[src/rtl/irq_edge_collector_pkg.sv]
// ============================================================================
// Module   : irq_collector_pkg
// Purpose  : Shared FSM state encoding and pending-vector index mapping for
//            the edge interrupt collector.
// Revision : 1.0 - initial release
// ============================================================================
`default_nettype none

package irq_collector_pkg;

    typedef enum logic [1:0] {
        IDLE    = 2'd0,
        ASSERT  = 2'd1,
        HOLDOFF = 2'd2
    } irq_state_e;

    // Pending/enable/ovf vectors: rising events low half, falling events high half
    function automatic int rise_idx(input int ch);
        return ch;
    endfunction

    function automatic int fall_idx(input int num_ch, input int ch);
        return num_ch + ch;
    endfunction

endpackage

`default_nettype wire

[src/rtl/irq_edge_collector_if.sv]
// ============================================================================
// Module   : irq_edge_collector_if
// Purpose  : Event, control and status bundle between edge sources/register
//            block (master) and the interrupt collector (slave).
// Revision : 1.0 - initial release
// ============================================================================
`default_nettype none

interface irq_edge_collector_if #(
    parameter int NUM_CH = 4,
    parameter int CNT_W  = 8
);
    logic [NUM_CH-1:0]       r_edge;
    logic [NUM_CH-1:0]       f_edge;
    logic [2*NUM_CH-1:0]     irq_en;
    logic                    clr_valid;
    logic [2*NUM_CH-1:0]     clr_mask;
    logic [NUM_CH-1:0]       cnt_clr;
    logic [2*NUM_CH-1:0]     pending;
    logic [2*NUM_CH-1:0]     ovf;
    logic [NUM_CH*CNT_W-1:0] evt_cnt;
    logic                    irq;

    modport master (
        output r_edge, f_edge, irq_en, clr_valid, clr_mask, cnt_clr,
        input  pending, ovf, evt_cnt, irq
    );

    modport slave (
        input  r_edge, f_edge, irq_en, clr_valid, clr_mask, cnt_clr,
        output pending, ovf, evt_cnt, irq
    );
endinterface

`default_nettype wire

[src/rtl/irq_edge_collector_sat_counter.sv]
// ============================================================================
// Module   : sat_counter
// Purpose  : Per-channel event counter, adds 0/1/2 per cycle, saturates at
//            all-ones; a clear loads the same-cycle increment.
// Revision : 1.0 - initial release
// ============================================================================
`default_nettype none

module sat_counter #(
    parameter int CNT_W = 8
) (
    input  wire logic             clk,
    input  wire logic             rst_n,
    input  wire logic [1:0]       inc,
    input  wire logic             clr,
    output logic      [CNT_W-1:0] cnt
);
    logic [CNT_W-1:0] r_cnt;
    logic [CNT_W-1:0] w_cnt_nxt;
    logic [CNT_W:0]   w_sum;

    always_comb begin
        w_sum = {1'b0, r_cnt} + (CNT_W+1)'(inc);
        if (clr) begin
            w_cnt_nxt = CNT_W'(inc);
        end else if (w_sum[CNT_W]) begin
            w_cnt_nxt = '1;
        end else begin
            w_cnt_nxt = w_sum[CNT_W-1:0];
        end
    end

    always_ff @(posedge clk or negedge rst_n) begin
        if (!rst_n) begin
            r_cnt <= '0;
        end else begin
            r_cnt <= w_cnt_nxt;
        end
    end

    assign cnt = r_cnt;
endmodule

`default_nettype wire

[src/rtl/irq_edge_collector.sv]
// ============================================================================
// Module   : irq_edge_collector
// Purpose  : Latches edge pulses into sticky pending/overflow bits, counts
//            events per channel and drives a level irq with holdoff.
// Revision : 1.0 - initial release
// ============================================================================
`default_nettype none

module irq_edge_collector
    import irq_collector_pkg::*;
#(
    parameter int NUM_CH         = 4,
    parameter int CNT_W          = 8,
    parameter int HOLDOFF_CYCLES = 16
) (
    input  wire logic          clk,
    input  wire logic          rst_n,
    irq_edge_collector_if.slave bus
);
    localparam int c_NB     = 2 * NUM_CH;
    localparam int c_HOLD_W = (HOLDOFF_CYCLES > 1) ? $clog2(HOLDOFF_CYCLES) : 1;
    localparam logic [c_HOLD_W-1:0] c_HOLD_LOAD =
        c_HOLD_W'((HOLDOFF_CYCLES > 0) ? HOLDOFF_CYCLES - 1 : 0);

    logic [c_NB-1:0]               w_evt;
    logic [c_NB-1:0]               w_clr;
    logic [c_NB-1:0]               w_pending_nxt;
    logic [c_NB-1:0]               w_ovf_nxt;
    logic [c_NB-1:0]               r_pending;
    logic [c_NB-1:0]               r_ovf;
    logic                          w_act;
    irq_state_e                    r_state;
    irq_state_e                    w_state_nxt;
    logic [c_HOLD_W-1:0]           r_hold_cnt;
    logic [c_HOLD_W-1:0]           w_hold_cnt_nxt;
    logic                          r_irq;
    logic                          w_irq_nxt;
    logic [NUM_CH-1:0][CNT_W-1:0]  w_evt_cnt;

    generate
        for (genvar i = 0; i < NUM_CH; i++) begin : g_ch
            assign w_evt[rise_idx(i)]         = bus.r_edge[i];
            assign w_evt[fall_idx(NUM_CH, i)] = bus.f_edge[i];

            sat_counter #(
                .CNT_W (CNT_W)
            ) u_cnt (
                .clk   (clk),
                .rst_n (rst_n),
                .inc   ({1'b0, bus.r_edge[i]} + {1'b0, bus.f_edge[i]}),
                .clr   (bus.cnt_clr[i]),
                .cnt   (w_evt_cnt[i])
            );
        end
    endgenerate

    // A new event outranks a same-cycle clear; a cleared bit never overflows
    assign w_clr         = bus.clr_valid ? bus.clr_mask : '0;
    assign w_pending_nxt = (r_pending & ~w_clr) | w_evt;
    assign w_ovf_nxt     = (r_ovf & ~w_clr) | (w_evt & r_pending & ~w_clr);
    assign w_act         = |(r_pending & bus.irq_en);

    always_ff @(posedge clk or negedge rst_n) begin
        if (!rst_n) begin
            r_pending <= '0;
            r_ovf     <= '0;
        end else begin
            r_pending <= w_pending_nxt;
            r_ovf     <= w_ovf_nxt;
        end
    end

    always_comb begin
        w_state_nxt    = r_state;
        w_hold_cnt_nxt = r_hold_cnt;
        case (r_state)
            IDLE: begin
                if (w_act) w_state_nxt = ASSERT;
            end
            ASSERT: begin
                if (!w_act) begin
                    if (HOLDOFF_CYCLES == 0) begin
                        w_state_nxt = IDLE;
                    end else begin
                        w_state_nxt    = HOLDOFF;
                        w_hold_cnt_nxt = c_HOLD_LOAD;
                    end
                end
            end
            HOLDOFF: begin
                if (r_hold_cnt == '0) begin
                    w_state_nxt = IDLE;
                end else begin
                    w_hold_cnt_nxt = r_hold_cnt - c_HOLD_W'(1);
                end
            end
            default: w_state_nxt = IDLE;
        endcase
        // irq is the registered image of the ASSERT state
        w_irq_nxt = (r_state == ASSERT);
    end

    always_ff @(posedge clk or negedge rst_n) begin
        if (!rst_n) begin
            r_state    <= IDLE;
            r_hold_cnt <= '0;
            r_irq      <= 1'b0;
        end else begin
            r_state    <= w_state_nxt;
            r_hold_cnt <= w_hold_cnt_nxt;
            r_irq      <= w_irq_nxt;
        end
    end

    assign bus.pending = r_pending;
    assign bus.ovf     = r_ovf;
    assign bus.evt_cnt = w_evt_cnt;
    assign bus.irq     = r_irq;
endmodule

`default_nettype wire

[src/flat_wrapper.sv]
// flat-port wrapper written by rule: the top's interface ports become plain ports
module irq_edge_collector_flat import irq_collector_pkg::*;
#(
    parameter int NUM_CH         = 4,
    parameter int CNT_W          = 8,
    parameter int HOLDOFF_CYCLES = 16
)
  (clk, rst_n, bus_r_edge, bus_f_edge, bus_irq_en, bus_clr_valid, bus_clr_mask, bus_cnt_clr, bus_pending, bus_ovf, bus_evt_cnt, bus_irq);
  irq_edge_collector_if #(.NUM_CH(NUM_CH), .CNT_W(CNT_W)) bus_i ();
  input  wire logic clk;
  input  wire logic rst_n;
  input wire logic [$bits(bus_i.r_edge)-1:0] bus_r_edge;
  input wire logic [$bits(bus_i.f_edge)-1:0] bus_f_edge;
  input wire logic [$bits(bus_i.irq_en)-1:0] bus_irq_en;
  input wire logic [$bits(bus_i.clr_valid)-1:0] bus_clr_valid;
  input wire logic [$bits(bus_i.clr_mask)-1:0] bus_clr_mask;
  input wire logic [$bits(bus_i.cnt_clr)-1:0] bus_cnt_clr;
  output wire logic [$bits(bus_i.pending)-1:0] bus_pending;
  output wire logic [$bits(bus_i.ovf)-1:0] bus_ovf;
  output wire logic [$bits(bus_i.evt_cnt)-1:0] bus_evt_cnt;
  output wire logic [$bits(bus_i.irq)-1:0] bus_irq;
  assign bus_i.r_edge = bus_r_edge;
  assign bus_i.f_edge = bus_f_edge;
  assign bus_i.irq_en = bus_irq_en;
  assign bus_i.clr_valid = bus_clr_valid;
  assign bus_i.clr_mask = bus_clr_mask;
  assign bus_i.cnt_clr = bus_cnt_clr;
  assign bus_pending = bus_i.pending;
  assign bus_ovf = bus_i.ovf;
  assign bus_evt_cnt = bus_i.evt_cnt;
  assign bus_irq = bus_i.irq;
  irq_edge_collector #(.NUM_CH(NUM_CH), .CNT_W(CNT_W), .HOLDOFF_CYCLES(HOLDOFF_CYCLES)) u_core (.clk(clk), .rst_n(rst_n), .bus(bus_i));
endmodule
[config.mk]
export PLATFORM = sky130hd
export DESIGN_NAME = irq_edge_collector_flat
export DESIGN_NICKNAME = d
export VERILOG_FILES = /design/src/rtl/irq_edge_collector_pkg.sv /design/src/rtl/irq_edge_collector_if.sv /design/src/rtl/irq_edge_collector_sat_counter.sv /design/src/rtl/irq_edge_collector.sv /design/src/flat_wrapper.sv
export SDC_FILE = /design/constraint.sdc
export NUM_CORES = 1
export LEC_CHECK = 0
export CAP_MARGIN = 0
export CORE_ASPECT_RATIO = 0.5
export CORE_UTILIZATION = 47
export CTS_CLUSTER_DIAMETER = 200
export DETAILED_ROUTE_END_ITERATION = 6
export PLACE_DENSITY = 0.77
export SETUP_SLACK_MARGIN = 0.4
export SYNTH_ARGS = -nofsm -noshare
export SYNTH_HDL_FRONTEND = slang
export SYNTH_SLANG_ARGS = --single-unit
[constraint.sdc]
create_clock -name clk -period 1.9 [get_ports clk]
set_input_delay 0.285 -clock clk [delete_from_list [all_inputs] [get_ports clk]]
set_output_delay 0.285 -clock clk [all_outputs]
set_load 0.02 [all_outputs]
* Yosys cells after proc, flatten, opt, wreduce, memory -nomap -nowiden
Cells that the tools add are included.
** Word-level totals
- Word-level logic and storage cells :: 54
- Output and inout bits :: 49
- Register bits :: 55
** Cells by class
- Bitwise gates (word level) :: 8
- Add/sub/neg operators :: 9
- Multiplexer cells :: 16
- Equality and inequality tests :: 6
- Reduce and logical (&&, ||, !) cells :: 6
** Operators with widths (count)
- $mux W8 :: 9
- $and A8 B8 Y8 :: 5
- $add A8 B2 Y9 :: 4
- $or A8 B8 Y8 :: 2
- $add A1 B1 Y2 :: 4
- $mux W4 :: 2
- $not A8 Y8 :: 1
- $pmux W4 S2 :: 1
- $reduce_or A8 Y1 :: 1
- $mux W2 :: 3
- $pmux W2 S3 :: 1
- $reduce_and A3 Y1 :: 2
- $logic_not A4 Y1 :: 1
- $ne A2 B1 Y1 const B :: 2
- $ne A2 B2 Y1 const B :: 2
- $sub A4 B1 Y4 const B :: 1
- $eq A2 B1 Y1 const B :: 1
- $eq A2 B2 Y1 const B :: 1
- $logic_not A2 Y1 :: 1
- $reduce_bool A2 Y1 :: 1

* Longest topological paths before layout
Gate-level depths: netlist (run 1).
- Depth in word-level cells :: 4
- Gate-level depth with buffers :: 9

* By module
From an unflattened synthesis (run 1), not the netlist that was laid out.
** Second synthesis, totals
- Cells, all modules :: 272
- Area, all modules :: 2785.2 um^2
** Modules (own cells, without submodules)
- sat_counter :: cells an instance 47, times used 4, area an instance 449.2 um^2
- irq_edge_collector :: cells an instance 84, times used 1, area an instance 988.4 um^2

* Worst setup path after synthesis (run 1)
Ideal clock, no wire load.
- Path kind :: input to register
- Start :: input port bus_f_edge[0]
- End :: register u_core.g_ch[0].u_cnt.r_cnt[6]
- Setup slack :: -26 ps
- Path buffers :: 1
- Data arrival time :: 1794 ps
- Cell stages on the path :: 9
- Path through :: ha_1 ha_1 inv_1 fa_1 and3b_1 buf_2 nand3_1 nor3b_1 nor3_1
** Between the ends
- Cells in the longest elaborated chain, start to end :: 4
** RTL lines
- start, declared :: line flat_wrapper.sv:13 : input wire logic [$bits(bus_i.f_edge)-1:0] bus_f_edge;
- $add A1 B1 Y2 :: line irq_edge_collector.sv:50 : .inc ({1'b0, bus.r_edge[i]} + {1'b0, bus.f_edge[i]}),
- $add A8 B2 Y9 :: line irq_edge_collector_sat_counter.sv:23 : w_sum = {1'b0, r_cnt} + (CNT_W+1)'(inc);
- $mux W8 :: line irq_edge_collector_sat_counter.sv:26 : end else if (w_sum[CNT_W]) begin
- $mux W8 :: line irq_edge_collector_sat_counter.sv:24 : if (clr) begin
- via u_core.g_ch[0].u_cnt.w_cnt_nxt[6] :: line irq_edge_collector_sat_counter.sv:19 : logic [CNT_W-1:0] w_cnt_nxt;
- end signal, assigned :: line irq_edge_collector_sat_counter.sv:37 : r_cnt <= w_cnt_nxt;
- end, declared :: line irq_edge_collector_sat_counter.sv:18 : logic [CNT_W-1:0] r_cnt;
The timed path passes the listed nets, and every way through them passes these cells.
A chain may end at the register's enable or synchronous reset.

* Final worst setup path (run 1)
Ends and elaborated chain as after synthesis.

==> reports/summary.txt, run 1 <==
core area: 5515 um^2
largest net degree at the start of global routing: 32
post-synthesis register bit count: 55
layout filler cell count: 386
clock slew at reported path FFs: 0.07 ns
sequential share of power: 0.431
Total Power: 0.003278 W
Setup CP Type: in2reg
Die Y: 55.71 um
Root Buffer: clkbuf_16
Comb power frac: 0.273
GR Overflow Total: 0
Power Density: 788.4 nW/um^2
nets: 410
Slew @ Worst Pin: 0.5942 ns
post-synth net total: 302
FMAX: 586.2 MHz
Cell variety after synth: 36
die width: 109.4 um
Worst EP arrival: 1.87 ns
Max Root-Sink Buffers: 2
Non-Filler Instances: 436
drt wl/cell: 15.59 um
worst hold path class: in2reg
internal power: 0.002291 W
syn avg cell area: 10.67 um^2
DRT Pass-1 Iters: 6
Post-route DRC: 1
NetSw: 0.0009869 W
Final Cell Area: 4158 um^2
# clock sinks: 55
Post-DP Area: 3841 um^2
synthesized cell area: 2711 um^2
Crit Path Max Fanout: 5
Placed Cells: 417
CP endpoint kind: flop
slew margin rel.: 0.6039
Hold Vio Cnt, Final: 0
Total GRT Usage: 0.2383
Final Cycle Share: 0.8978
CTS buffer count: 5
post-DP HPWL: 4.572 mm
Max IR drop VDD: 0.4925 mV
Via density: 5.333
LEAKAGE: 1.922 nW
Post-Synthesis Cells: 254
Port Buffers: 79
I/O pins: 80
Rows: 19
layout cells sized above 1: 0.2755
synthesis-to-layout area growth: 53.35%
max-slew violations: 0
failing checks: DRC
setup clock skew after layout: 0.005487 ns
Synth Warn #: 0
antenna viol nets, final: 0
Finished Core Util: 0.7539
Starting Density: 0.4916
clk_lat worst skew: 0.30 ns
die area: 6095 um^2
initial antenna violation count: 0
total wire length: 6.798 mm
max-cap viol count: 0
Critical Path Start Type: input port
global-route wire length before repair: 11.15 mm
CTS tree: yes
area share of the largest cell type after synthesis: 0.5076
Clock power frac: 0.296
Setup Viol. Count Final: 0
status: finished, violations left
RSZ-0062 raised after global routing: yes
Initial DRC Count: 87
Vias: 2,325
H-tree depth: 2
# diodes: 0
sequential area share after synthesis: 0.5076
gpl congestion: 0.7393
number of global-route vias before repair: 2,374
minimum clock period: 1.706 ns
top cells by area, synth: dfrtp_1 51%, a21oi_1 6.5%, ha_1 6.0%
worst endpoint required time: 2.06 ns
Setup WS pre-CTS: -0.4843 ns
switching share of power: 0.3011
final worst slack: 0.1942 ns
area leader, netlist: dfrtp_1
==> logic make-up (layout without fill, tap and decap cells) <==
| group | after synthesis | after routing | synth area share |
|---|---|---|---|
| simple gates | 72 | 72 | 0.1472 |
| compound gates | 66 | 66 | 0.1560 |
| flops | 55 | 55 | 0.5076 |
| buf+inv | 24 | 133 | 0.03415 |
| xor+xnor | 18 | 18 | 0.05815 |
| fa+ha+maj | 17 | 17 | 0.08953 |
| mux | 2 | 2 | 0.007384 |
==> synth_stat cells <==
cell,n
a22oi_1,4
a21oi_1,35
a21o_1,10
nor3_1,7
and4b_1,1
nor2_1,17
nor2_2,1
and3b_1,3
inv_1,19
xnor2_1,9
a31oi_1,5
nand3_2,4
nor3b_2,1
ha_1,13
nand2_1,16
clkbuf_1,1
and3_1,2
fa_1,4
and2b_1,1
mux2i_1,2
a21boi_2,1
o21a_1,1
nand4_1,5
a2bb2oi_1,7
nand3b_1,2
nand2b_1,3
nor2b_1,4
buf_2,2
o211a_1,2
nor3b_1,1
o21bai_2,1
buf_1,2
nand3_1,3
dfrtp_1,55
xor2_1,9
nand4_2,1
==> through the flow <==
| stage | TNS [ns] | hold slack (ns) |
|---|---|---|
| 2_1_floorplan | 0 | -0.01059 |
| 3_3_place_gp | -10.48 | 0.3094 |
| 3_5_place_dp | -11.65 | 0.3148 |
| 4_1_cts | 0 | 0.3116 |
| 5_1_grt | 0 | 0.3159 |
| 6_report | 0 | 0.3124 |
==> area by class of cell <==
type / count / area, um^2 / share of cell area
inverter: 19 / 71.32 / 0.01715
clock buffer: 8 / 156.4 / 0.03762
sequential: 55 / 1378 / 0.3313
tap: 73 / 91.34 / 0.02197
multi-input combinational: 175 / 1551 / 0.3732
timing repair buffer: 106 / 909.6 / 0.2188
==> sequential cells by signal (all words and copies together) (netlist names) <==
register               count
u_core.g_ch.u_cnt.cnt     32
u_core.r_state             2
u_core.r_hold_cnt          4
u_core.bus.irq             1
u_core.bus.pending         8
u_core.bus.ovf             8
==> final timing paths <==
path | endpoint | startpoint | cells after the start | slack [ns]
max reg2reg | u_core.g_ch[0].u_cnt.cnt[6] | u_core.g_ch[0].u_cnt.cnt[0] | 7 | 0.20
max | u_core.g_ch[0].u_cnt.cnt[6] | bus_f_edge[0] | 9 | 0.19
min in group asynchronous | u_core.g_ch[2].u_cnt.cnt[6] | rst_n | 2 | 0.58
max in group asynchronous | u_core.g_ch[1].u_cnt.cnt[2] | rst_n | 3 | 0.74
min reg2reg | u_core.r_state[0] | u_core.r_state[1] | 1 | 0.43
min | u_core.bus.pending[4] | bus_f_edge[0] | 3 | 0.31
==> what timing repair did <==
item / 4_1_cts / 5_1_grt
resized for setup: 109 / 10
pin swaps: 22 / 11
endpoints found under the setup margin: 81 / 32
hold buffers: 1 / 0
gates cloned: 0 / 0
setup buffers: 2 / 8
hold endpoints to repair: 1 / 0
==> layout by cell type, fill, tap and decap left out, types with 3 or more instances in the layout <==
| master | n |
|---|---|
| dlygate4sd2_1 | 49 |
| clkdlybuf4s50_1 | 21 |
| nor3_1 | 6 |
| xor2_1 | 9 |
| a2bb2oi_2 | 4 |
| nor2b_1 | 4 |
| dfrtp_1 | 54 |
| inv_2 | 4 |
| nand3_4 | 3 |
| ha_4 | 8 |
| xnor2_1 | 8 |
| ha_1 | 5 |
| buf_4 | 23 |
| a21o_1 | 10 |
| a21oi_1 | 17 |
| clkbuf_16 | 5 |
| a22oi_1 | 4 |
| nor2_1 | 16 |
| a2bb2oi_1 | 3 |
| nand2_1 | 16 |
| nand4_1 | 5 |
| inv_1 | 15 |
| a31oi_1 | 3 |
| buf_2 | 9 |
| fa_2 | 4 |
| a21oi_2 | 17 |
==> critical path, cell delays in order <==
cell and delay [ns]:
buf_2 0.12, ha_4 0.29, ha_4 0.14, inv_2 0.04, fa_2 0.33, and3b_2 0.33
nand3_2 0.09, nor3b_2 0.16, nor3_1 0.08
==> layer usage <==
layer	track usage	vias to the layer above	share of wire
met3	0.05621	10	0.029
met2	0.4169	39	0.53
li1	-	1106	-
met1	0.2902	1170	0.43
met4	0.07810	0	0.013
met5	0	-	0
==> power by group through the flow <==
| stage | Sequential [W] | Clock (W) | Combinational (W) |
|---|---|---|---|
| finish | 0.00141 | 0.000972 | 0.000894 |
| global route | 0.00143 | 0.00105 | 0.000981 |
| CTS | 0.00141 | 0.000992 | 0.000857 |
| detailed placement | 0.00143 | 0 | 0.000866 |
| global placement | 0.00143 | 0 | 0.000834 |
| floorplan | 0.00152 | 0 | 0.000362 |
No activity file was read; power rests on OpenSTA's default activity.
==> run 2, diff against run 1 <==
- CAP_MARGIN: 0 -> 15
- MAX_ROUTING_LAYER: default -> met4
==> run 2 against run 1 <==
  * The flow still finishes with violations (DRC)
  * Clock-buffer cell count stayed put
  * Final cell count is 0.23% higher
  * Worst setup slack better by 0.024 ns
  * Sequential power hardly changed
  * Hold slack hardly changed
  * Power hardly changed
  * Clock skew hardly changed
  * Design area is 0.36% higher
  * Via count is 0.65% higher
  * Maximum frequency is 1.4% higher
  * Critical path type is now reg2reg
  * Largest power group unchanged
==> reports/summary.txt, run 2 (synthesized netlist as in run 1, its figures left out) <==
status: finished, violations left
failing checks: DRC
Setup CP Type: reg2reg
Port Buffers: 79
FF-to-FF setup slack: 0.22 ns
# clock sinks: 55
Vias: 2,340
max-cap viol count: 0
Die Y: 55.71 um
Critical-path top delay cell: dfrtp_1
met2 Resource Use GR: 0.4196
RSZ-0062 raised after global routing: yes
largest net degree at the start of global routing: 32
largest delay contributor family on the critical path: simple AND/OR/NAND/NOR gates
busiest grt layer: met2
Finished Core Util: 0.7566
Hold WS: 0.3126 ns
max-slew violations: 0
LEAKAGE: 1.927 nW
GR Overflow Total: 0
Worst EP arrival: 1.85 ns
nets: 411
Starting Density: 0.4916
Critical Path Start Type: flop
Hold Vio Cnt, Final: 0
Crit path largest cell delay: 0.38 ns
switching share of power: 0.3008
Power Density: 785.9 nW/um^2
Max Root-Sink Buffers: 2
worst hold path class: in2reg
Final Cell Area: 4173 um^2
Post-DP Area: 3841 um^2
clk_lat worst skew: 0.30 ns
Comb power frac: 0.274
CTS tree: yes
die area: 6095 um^2
met1 Use GR: 0.2918
CTS buffer count: 5
FMAX: 594.7 MHz
Post-route DRC: 1
FF-to-FF Start: u_core.g_ch[0].u_cnt.cnt[0]
slew margin rel.: 0.6048
layout cells sized above 1: 0.2775
worst endpoint required time: 2.06 ns
setup clock skew after layout: 0.005218 ns
core area: 5515 um^2
global-route wire length before repair: 11.18 mm
Setup Viol. Count Final: 0
CP endpoint kind: flop
number of flip-flops under the largest register name: 32
total wire length: 6.801 mm
Crit Path Max Fanout: 5
worst r2r path cells: 7
DRT Pass-1 Iters: 6
worst hold stages: 3
clock slew at reported path FFs: 0.07 ns
Worst Hold Launch: bus_f_edge[0]
H-tree depth: 2
Final Cycle Share: 0.8850
I/O pins: 80
setup TNS: 0 ns
hold worst-path end: u_core.bus.pending[4]
crit-path cells: ha_4, inv_2, fa_2, and3b_2, nand3_2, nor3b_2, nor3_1
internal power: 0.002293 W
Clock power frac: 0.296
die width: 109.4 um
Via density: 5.355
antenna viol nets, final: 0
NetSw: 0.0009863 W
sequential share of power: 0.430
number of global-route vias before repair: 2,367
most common cell after layout, fill and taps aside: dfrtp_1
Slew @ Worst Pin: 0.5927 ns
Rows: 19
Max IR drop VDD: 0.4923 mV
r2r endpoint: u_core.g_ch[0].u_cnt.cnt[6]
M3 GR Usage: 0.05504
initial antenna violation count: 0
Root Buffer: clkbuf_16
minimum clock period: 1.681 ns
drt wl/cell: 15.56 um
Buf+Inv Stages, Crit Path: 1
synthesis-to-layout area growth: 53.90%
Total Power: 0.003279 W
# diodes: 0
most frequent cells in the layout: 54 x dfrtp_1, 49 x dlygate4sd2_1, 24 x buf_4
gpl congestion: 0.7485
Initial DRC Count: 113
Total GRT Usage: 0.2458
post-DP HPWL: 4.572 mm
==> run 2: cell count changes in the layout (fill, tap and decap cells not counted) <==
cell / before / now
o21bai_4: 0 / 1
o21bai_2: 1 / 0
buf_4: 23 / 24
==> run 2: layout make-up <==
type,count,area [um^2]
multi-input cells,175,1559
inverters,19,71.32
clock buffers,8,156.4
well taps,73,91.34
flip-flops and latches,55,1378
repair buffers,107,917.1
fillers,383,1343
==> run 2: how the worst max path moves through the flow <==
stage / slack [ns] / startpoint / to / cells past startpoint
2_1_floorplan: 0.1 / bus_r_edge[0] / u_core.g_ch[0].u_cnt.cnt[6] / 9
6_report: 0.22 / u_core.g_ch[0].u_cnt.cnt[0] / u_core.g_ch[0].u_cnt.cnt[6] / 7
4_1_cts: 0.20 / u_core.g_ch[1].u_cnt.cnt[0] / u_core.g_ch[1].u_cnt.cnt[1] / 7
3_3_place_gp: -0.42 / bus_f_edge[0] / u_core.g_ch[0].u_cnt.cnt[6] / 9
5_1_grt: 0.16 / u_core.g_ch[0].u_cnt.cnt[0] / u_core.g_ch[0].u_cnt.cnt[6] / 7
3_5_place_dp: -0.48 / bus_f_edge[0] / u_core.g_ch[0].u_cnt.cnt[1] / 8
==> run 2: repair_timing <==
item / CTS / global route
resized for setup: 109 / 11
hold buffers: 1 / 0
endpoints found under the setup margin: 81 / 32
endpoints found under the hold margin: 1 / 0
pin swaps: 22 / 11
buffers inserted: 2 / 9
==> run 2: stage by stage <==
| step | setup WS (ns) | instances |
|---|---|---|
| 2_1_floorplan | 0.09600 | 254 |
| 3_3_place_gp | -0.4244 | 417 |
| 3_5_place_dp | -0.4843 | 417 |
| 4_1_cts | 0.2028 | 428 |
| 5_1_grt | 0.1617 | 437 |
| 6_report | 0.2186 | 437 |
==> run 2: layer usage <==
layer,share of wire,up-vias,routed length [um]
met5,0,-,0
met4,0.013,0,86
met3,0.033,10,222
met2,0.54,44,3652
met1,0.42,1177,2840
li1,-,1109,-
==> run 2: power by group through the flow <==
stage                     combinational (W)  sequential (W)  clock [W]
after floorplan                    0.000362         0.00152          0
after global placement             0.000834         0.00143          0
after detailed placement           0.000866         0.00143          0
after CTS                          0.000857         0.00141   0.000992
after global routing               0.000986         0.00143    0.00105
final                              0.000898         0.00141   0.000969
==> run 2: worst reg2reg max path, delay by kind of cell, from the launching register on <==
family,cells,cell delay (ns)
flops,1,0.38
fa+ha+maj,2,0.48
buf+inv,1,0.04
simple gates,4,0.65
==> run 3, diff against run 2 <==
- CORE_MARGIN: default -> 5
==> run 3 against run 2 <==
  * The flow now finishes without violations
  * Register-to-register slack about the same
  * First-iteration DRC count rose by 1.8%
  * Non-clock buffer count fell by 3
  * Hold slack got worse by 0.092 ns
  * Power down 2.3%
  * Combinational power shrank 3.0%
  * Die area grew 23%
  * Critical endpoint is now u_core.g_ch[1].u_cnt.cnt[1]
  * Largest cell class unchanged
  * Highest routed layer unchanged
==> reports/summary.txt, run 3 (synthesized netlist as in run 1, its figures left out) <==
Max Root-Sink Buffers: 2
post-DP HPWL: 4.775 mm
status: completed
CTS tree: yes
I/O pins: 80
Hold WS: 0.2207 ns
Die Y: 63.71 um
Post-route DRC: 0
H-tree depth: 2
FMAX: 597.6 MHz
LEAKAGE: 1.900 nW
CP endpoint kind: flop
die area: 7480 um^2
Setup Viol. Count Final: 0
max-slew violations: 0
CTS buffer count: 5
Power Density: 783.4 nW/um^2
nets: 408
minimum clock period: 1.673 ns
Hold Vio Cnt, Final: 0
FF-to-FF Start: u_core.g_ch[1].u_cnt.cnt[0]
CP Launch Point: bus_r_edge[1]
max-cap viol count: 0
Slew @ Worst Pin: 0.3876 ns
slew margin rel.: 0.7408
Critical Path Start Type: input port
Register Area: 1378 um^2
Rows: 19
RSZ-0062 raised after global routing: yes
Port Buffers: 79
setup clock skew after layout: 0.005421 ns
gpl congestion: 0.8530
core area: 5539 um^2
Worst Hold Launch: bus_r_edge[3]
Vias: 2,264
worst endpoint required time: 2.11 ns
Worst EP arrival: 1.88 ns
multi-input logic area: 1508 um^2
Max IR drop VDD: 0.4948 mV
layout filler cell count: 410
Initial DRC Count: 115
most frequent cells in the layout: 54 x dfrtp_1, 49 x dlygate4sd2_1, 23 x buf_4
Final Cycle Share: 0.8807
Crit Path Max Fanout: 6
Setup CP Type: in2reg
Total GRT Usage: 0.1899
clk_lat worst skew: 0.29 ns
most common cell after layout, fill and taps aside: dfrtp_1
DRT Pass-1 Iters: 4
worst hold path class: in2reg
Via density: 5.229
GR Overflow Total: 0
# diodes: 0
Starting Density: 0.4895
Root Buffer: clkbuf_16
clock slew at reported path FFs: 0.07 ns
number of flip-flops under the largest register name: 32
# clock sinks: 55
die width: 117.4 um
global-route wire length before repair: 11.38 mm
number of global-route vias before repair: 2,403
antenna viol nets, final: 0
layout cells sized above 1: 0.2528
total wire length: 6.606 mm
Finished Core Util: 0.7386
synthesis-to-layout area growth: 50.90%
largest net degree at the start of global routing: 56
drt wl/cell: 15.26 um
initial antenna violation count: 0
==> run 3: final timing paths <==
| kind | end | slack [ns] | cells past startpoint |
|---|---|---|---|
| hold / removal | u_core.bus.pending[3] | 0.22 | 2 |
| max in group asynchronous | u_core.g_ch[1].u_cnt.cnt[2] | 1.12 | 3 |
| hold reg to reg | u_core.r_state[0] | 0.46 | 1 |
| min in group asynchronous | u_core.g_ch[3].u_cnt.cnt[7] | 0.52 | 3 |
| setup / recovery | u_core.g_ch[1].u_cnt.cnt[1] | 0.23 | 9 |
| setup reg to reg | u_core.g_ch[1].u_cnt.cnt[1] | 0.23 | 7 |
==> run 3: through the flow <==
step / std cells / power [W] / cell area [um^2] / worst slack (ns) / TNS (ns)
floorplan: 254 / 0.001886 / 2859 / 0.09600 / 0
global placement: 415 / 0.002258 / 3826 / -0.4402 / -10.73
detailed placement: 415 / 0.002299 / 3826 / -0.4962 / -12.09
CTS: 427 / 0.003200 / 4034 / 0.2117 / 0
global route: 433 / 0.003389 / 4091 / 0.1506 / 0
finish: 433 / 0.003205 / 4091 / 0.2267 / 0
==> run 3: layer usage <==
layer,vias to the layer above,track usage,part of all wire
met4,0,0.05644,0.0070
li1,1102,-,-
met5,-,-,0
met1,1119,0.2173,0.43
met3,5,0.03843,0.028
met2,38,0.3401,0.53
==> run 3: what timing repair did <==
item,CTS,global route
endpoints found under the setup margin,81,32
pin swaps,20,12
buffers inserted,4,6
gates resized for setup,110,3
hold endpoints to repair,17,0
hold buffers,1,0
==> run 3: worst max-delay path: stages <==
cell,delay (ns)
buf_2,0.12
ha_4,0.28
ha_4,0.13
inv_2,0.03
fa_2,0.34
nand2b_4,0.15
and2b_2,0.24
nand3_4,0.13
a31oi_1,0.18
==> run 3: area by class of cell <==
class / instances / share of cell area
clock buffers: 6 / 0.03394
well taps: 73 / 0.02232
clock inverters: 1 / 0.001223
inverters: 19 / 0.01743
flip-flops and latches: 55 / 0.3367
multi-input cells: 175 / 0.3685
repair buffers: 104 / 0.2199
==> run 3: report_power, final <==
group	switching, W	internal (W)
sequential	0.000124	0.00129
combinational	0.000437	0.000434
clock	0.000406	0.000516
